[src/rtl/uart_rx_fifo.sv]
// Receive buffer behind the Uart8 receiver: show-ahead FIFO with overflow and framing-error reporting.
// Optional macro UART_RX_FIFO_ERR_KEEP_EN keeps error bytes (tagged) instead of discarding them.
module uart_rx_fifo #(
    parameter int unsigned DEPTH_LOG2 = 4,
    parameter int unsigned ERR_CNT_W  = 8
) (
    input  logic                  clk,
    input  logic                  reset,
    input  logic                  rxDone,
    input  logic                  rxErr,
    input  logic [7:0]            rxByte,
    output logic [7:0]            rdData,
    output logic                  rdValid,
    input  logic                  rdReady,
    output logic [DEPTH_LOG2:0]   count,
    output logic                  full,
    output logic                  overflow,
    output logic [ERR_CNT_W-1:0]  errCount,
    input  logic                  clrFlags
`ifdef UART_RX_FIFO_ERR_KEEP_EN
    ,
    output logic                  rdErr
`endif
);

    localparam int unsigned DEPTH = 2 ** DEPTH_LOG2;
    localparam int unsigned CNT_W = DEPTH_LOG2 + 1;
`ifdef UART_RX_FIFO_ERR_KEEP_EN
    localparam int unsigned ENTRY_W = 9;
`else
    localparam int unsigned ENTRY_W = 8;
`endif

    logic                  rx_done_q;
    logic                  rx_err_q;
    logic [DEPTH_LOG2-1:0] wr_ptr_q, wr_ptr_d;
    logic [DEPTH_LOG2-1:0] rd_ptr_q, rd_ptr_d;
    logic [CNT_W-1:0]      count_q, count_d;
    logic                  overflow_q, overflow_d;
    logic [ERR_CNT_W-1:0]  err_cnt_q, err_cnt_d;
    logic [ENTRY_W-1:0]    mem_q [DEPTH];
    logic [ENTRY_W-1:0]    wr_entry;
    logic [ENTRY_W-1:0]    head_entry;
    logic                  done_edge;
    logic                  err_edge;
    logic                  push_req;
    logic                  pop;
    logic                  wr_en;
    logic                  drop;

    // Head of queue is read combinationally; gated to zero while empty.
    assign head_entry = mem_q[rd_ptr_q];
    assign rdValid    = (count_q != '0);
    assign full       = (count_q == CNT_W'(DEPTH));
    assign rdData     = rdValid ? head_entry[7:0] : 8'h00;
    assign count      = count_q;
    assign overflow   = overflow_q;
    assign errCount   = err_cnt_q;
`ifdef UART_RX_FIFO_ERR_KEEP_EN
    assign rdErr      = rdValid & head_entry[8];
`endif

    always_comb begin
        done_edge  = rxDone & ~rx_done_q;
        err_edge   = rxErr & ~rx_err_q;
`ifdef UART_RX_FIFO_ERR_KEEP_EN
        push_req   = done_edge;
        wr_entry   = {err_edge, rxByte};
`else
        push_req   = done_edge & ~err_edge;
        wr_entry   = rxByte;
`endif
        pop        = rdValid & rdReady;
        // A pop in the same cycle frees the slot, so a full FIFO still accepts.
        wr_en      = push_req & (~full | pop);
        drop       = push_req & full & ~pop;

        wr_ptr_d   = wr_en ? wr_ptr_q + DEPTH_LOG2'(1) : wr_ptr_q;
        rd_ptr_d   = pop ? rd_ptr_q + DEPTH_LOG2'(1) : rd_ptr_q;

        count_d    = count_q;
        if (wr_en && !pop) begin
            count_d = count_q + CNT_W'(1);
        end else if (pop && !wr_en) begin
            count_d = count_q - CNT_W'(1);
        end

        overflow_d = overflow_q;
        if (clrFlags) begin
            overflow_d = 1'b0;
        end
        if (drop) begin
            overflow_d = 1'b1;
        end

        // Events win over a coincident clear.
        err_cnt_d  = err_cnt_q;
        if (err_edge) begin
            if (clrFlags) begin
                err_cnt_d = ERR_CNT_W'(1);
            end else if (!(&err_cnt_q)) begin
                err_cnt_d = err_cnt_q + ERR_CNT_W'(1);
            end
        end else if (clrFlags) begin
            err_cnt_d = '0;
        end
    end

    // Edge registers reset high so a level held through reset release is ignored.
    always_ff @(posedge clk or posedge reset) begin
        if (reset) begin
            rx_done_q  <= 1'b1;
            rx_err_q   <= 1'b1;
            wr_ptr_q   <= '0;
            rd_ptr_q   <= '0;
            count_q    <= '0;
            overflow_q <= 1'b0;
            err_cnt_q  <= '0;
        end else begin
            rx_done_q  <= rxDone;
            rx_err_q   <= rxErr;
            wr_ptr_q   <= wr_ptr_d;
            rd_ptr_q   <= rd_ptr_d;
            count_q    <= count_d;
            overflow_q <= overflow_d;
            err_cnt_q  <= err_cnt_d;
        end
    end

    always_ff @(posedge clk) begin
        if (wr_en) begin
            mem_q[wr_ptr_q] <= wr_entry;
        end
    end

endmodule

[config.mk]
export PLATFORM = sky130hd
export DESIGN_NAME = uart_rx_fifo
export DESIGN_NICKNAME = d
export VERILOG_FILES = /design/src/rtl/uart_rx_fifo.sv
export SDC_FILE = /design/constraint.sdc
export NUM_CORES = 1
export LEC_CHECK = 0
export CAP_MARGIN = 40
export CORE_MARGIN = 5
export CORE_UTILIZATION = 55
export CTS_CLUSTER_DIAMETER = 150
export DETAILED_ROUTE_END_ITERATION = 8
export PLACE_DENSITY_LB_ADDON = 0.2
export SLEW_MARGIN = 30
export SYNTH_ARGS = -nofsm -noshare
export SYNTH_HDL_FRONTEND = slang
export SYNTH_SLANG_ARGS = --single-unit
[constraint.sdc]
create_clock -name clk -period 3.27 [get_ports clk]
set_input_delay 0.654 -clock clk [delete_from_list [all_inputs] [get_ports clk]]
set_output_delay 0.654 -clock clk [all_outputs]
set_load 0.05 [all_outputs]
==> qor.txt <==
WP data required - 2620 ps
root buf cell - clkbuf_16
Pint - 4.38 mW
antenna violations before repair - 0
mean post-synth cell area - 18.2 µm²
area grow syn2layout - 20.4%
Tcrit/Tclk final - 94.8%
Iter 0 DRT Violations - 256
Slew Limit Fails - 0
Starting Density - 55.8%
HP Class - register to register
fraction of layout cells with a size suffix above 1 - 25.2%
sequential area share after synthesis - 70.1%
total core area - 0.0114 mm²
Worst-path clk slew - 60 ps
Post-synth EDFFs - 128
Ys Warns - 0
Total GRT Usage - 17.8%
WL final - 11600 µm
Max-cap violations - 0
#FFs+latches synth - 152
WL per Instance - 19.9 µm
Rows - 39
Synth cell types - 48
I/O pins - 38
Comb power frac - 35.0%
crit path max fanout - 5
largest net degree at the start of global routing - 27
vias in the first global route - 3441
vias per cell - 5.80
overall die width - 117 µm
critical path class - register to output port
setup violators final - 0
CTS Buf Count - 17
count leader, synth - edfxtp_1
chip height - 117 µm
CTS Hold Bufs - 0
P per Cell Area - 868 mW/mm²
clock latency on the worst-skew pair - 410 ps
Commonest cells post-synth - 128 x edfxtp_1, 23 x mux4_2, 22 x dfrtp_1
first-pass GRT wire length - 18800 µm
actual slew at the worst max-slew pin - 573 ps
CTS H-Tree Depth - 4
unrepaired setup endpoints after global routing - no
total number of vias - 3365
DR DRC count - 0
Resize count post-CTS - 0
dpl hpwl - 7620 µm
outcome - finished clean
layout net count - 449
Sw Ratio - 33.9%
Seq pwr share - 36.5%
post-synth top area cell - edfxtp_1
Clk pwr share - 28.5%
Slew Limit Headroom - 61.8%
Num Clock Sinks - 152
Pre-antenna DRT Iters - 5
Clock Path Buffers - 2
top cells by area, synth - edfxtp_1 61%, dfrtp_1 8.7%, mux4_2 8.2%, mux4_1 3.7%, ha_1 2.0%
GRT overflow - 0
share of the synthesized area in the top cell type - 60.6%
post-CTS setup buffers - 0
die area - 0.0138 mm²
Net Count, Synth - 374
Synth Cell Area - 0.00634 mm²
Util after Layout - 67.2%
ys async rst share - 15.8%
Final Hold Viols - 0
total power - 6.62 mW
critical path endpoint category - output port
maximum VDD drop - 0.510 mV
Cells after Synth - 349
Max Fclk - 323 MHz
Arrival @ worst endpoint - 2450 ps
ANT nets after route - 0
P_leak - 2.70 nW
minimum clock period - 3100 ps
Sw Pwr - 2.24 mW
final RePlAce weighted congestion - 0.837
Worst Setup Start Kind - register
antenna cells - 0
ys flop type - edfxtp_1
port bufs - 37
TritonCTS clock tree - done
Setup Skew - 8.13 ps
-- power by group through the flow --
stage | clock, mW | sequential, mW | combinational [mW]
after floorplan | 0 | 2.48 | 1.66
after global placement | 0 | 2.44 | 2.28
after detailed placement | 0 | 2.45 | 2.33
after CTS | 1.92 | 2.42 | 2.34
after global routing | 2.02 | 2.44 | 2.47
final | 1.89 | 2.42 | 2.32
-- cells by family after synthesis --
logic type	synth area share [%]
AO/OA/AOI/OAI	4.34
adder cells (fa/ha/maj)	2.29
flip-flops	70.1
multiplexers	15.3
buffers and inverters	2.25
XOR/XNOR	1.38
AND/OR/NAND/NOR	4.38
-- layer usage --
layer  share of wire (%)  global-route usage, %
met1                  44                   24.5
met2                  51                   28.2
met3                 4.3                   4.09
met4                 1.3                   6.09
met5                   0                      0
-- registers in the layout, indices dropped and copies added, names as in the netlist --
name,flops
overflow,1
errCount,8
count,5
mem_q,128
wr_ptr_q,4
rx_err_q,1
rd_ptr_q,4
rx_done_q,1
-- layout by cell type (no fill, tap or decap), types with 2 or more instances in the layout --
| master | synthesis | routed |
|---|---|---|
| nand3_1 | 2 | 2 |
| mux2i_1 | 9 | 9 |
| a21o_1 | 3 | 3 |
| clkdlybuf4s50_1 | 0 | 29 |
| clkbuf_16 | 0 | 17 |
| o21ai_1 | 8 | 8 |
| clkbuf_1 | 5 | 2 |
| clkinvlp_4 | 0 | 3 |
| nor3_1 | 7 | 7 |
| inv_1 | 9 | 9 |
| buf_4 | 2 | 42 |
| nor2_1 | 19 | 19 |
| dfstp_2 | 2 | 2 |
| a31oi_1 | 4 | 4 |
| and3_1 | 3 | 3 |
| bufinv_16 | 0 | 2 |
| nor2b_1 | 2 | 2 |
| nand2b_1 | 5 | 5 |
| mux2_2 | 10 | 10 |
| edfxtp_1 | 128 | 128 |
| a21oi_1 | 10 | 10 |
| ha_1 | 10 | 10 |
| o21ai_0 | 5 | 5 |
| mux4_2 | 23 | 23 |
| mux4_1 | 9 | 9 |
| dfrtp_1 | 22 | 22 |
| inv_6 | 0 | 5 |
| xnor2_1 | 9 | 9 |
| nand2_1 | 13 | 13 |
-- critical path: stages, from the launching register on --
cell,delay (ps)
dfrtp_1,460
nor4_2,400
buf_4,200
and2_1,160
clkdlybuf4s50_1,820
-- final timing paths --
check                              start       end  slack, ps  cells after the start
worst max-delay path            count[0]      full        170                      4
worst min-delay path            overflow  overflow        500                      1
worst max register to register  count[0]  count[4]        230                     10
worst min register to register  overflow  overflow        500                      1
max in group asynchronous          reset  rx_err_q       2190                      3
min in group asynchronous          reset  count[0]        560                      2
-- stage by stage --
| step | cell area, µm² | instances | hold slack [ps] | worst slack, ps | TNS, ps |
|---|---|---|---|---|---|
| after global routing | 7630 | 580 | 547 | 50.0 | 0 |
| after global placement | 7030 | 547 | 485 | 14.7 | 0 |
| after floorplan | 6340 | 349 | 574 | 64.1 | 0 |
| final | 7630 | 580 | 503 | 169 | 0 |
| after CTS | 7630 | 580 | 505 | 57.3 | 0 |
| after detailed placement | 7050 | 548 | 496 | -108 | -108 |
-- area by class of cell --
type	count	area (µm²)
clock inverter	13	144
clock buffer	19	433
fill	747	3730
inverter	9	33.8
tap	143	179
multi-input combinational	171	1750
sequential	152	4450
timing repair buffer	73	644
No activity file was read; power rests on OpenSTA's default activity.
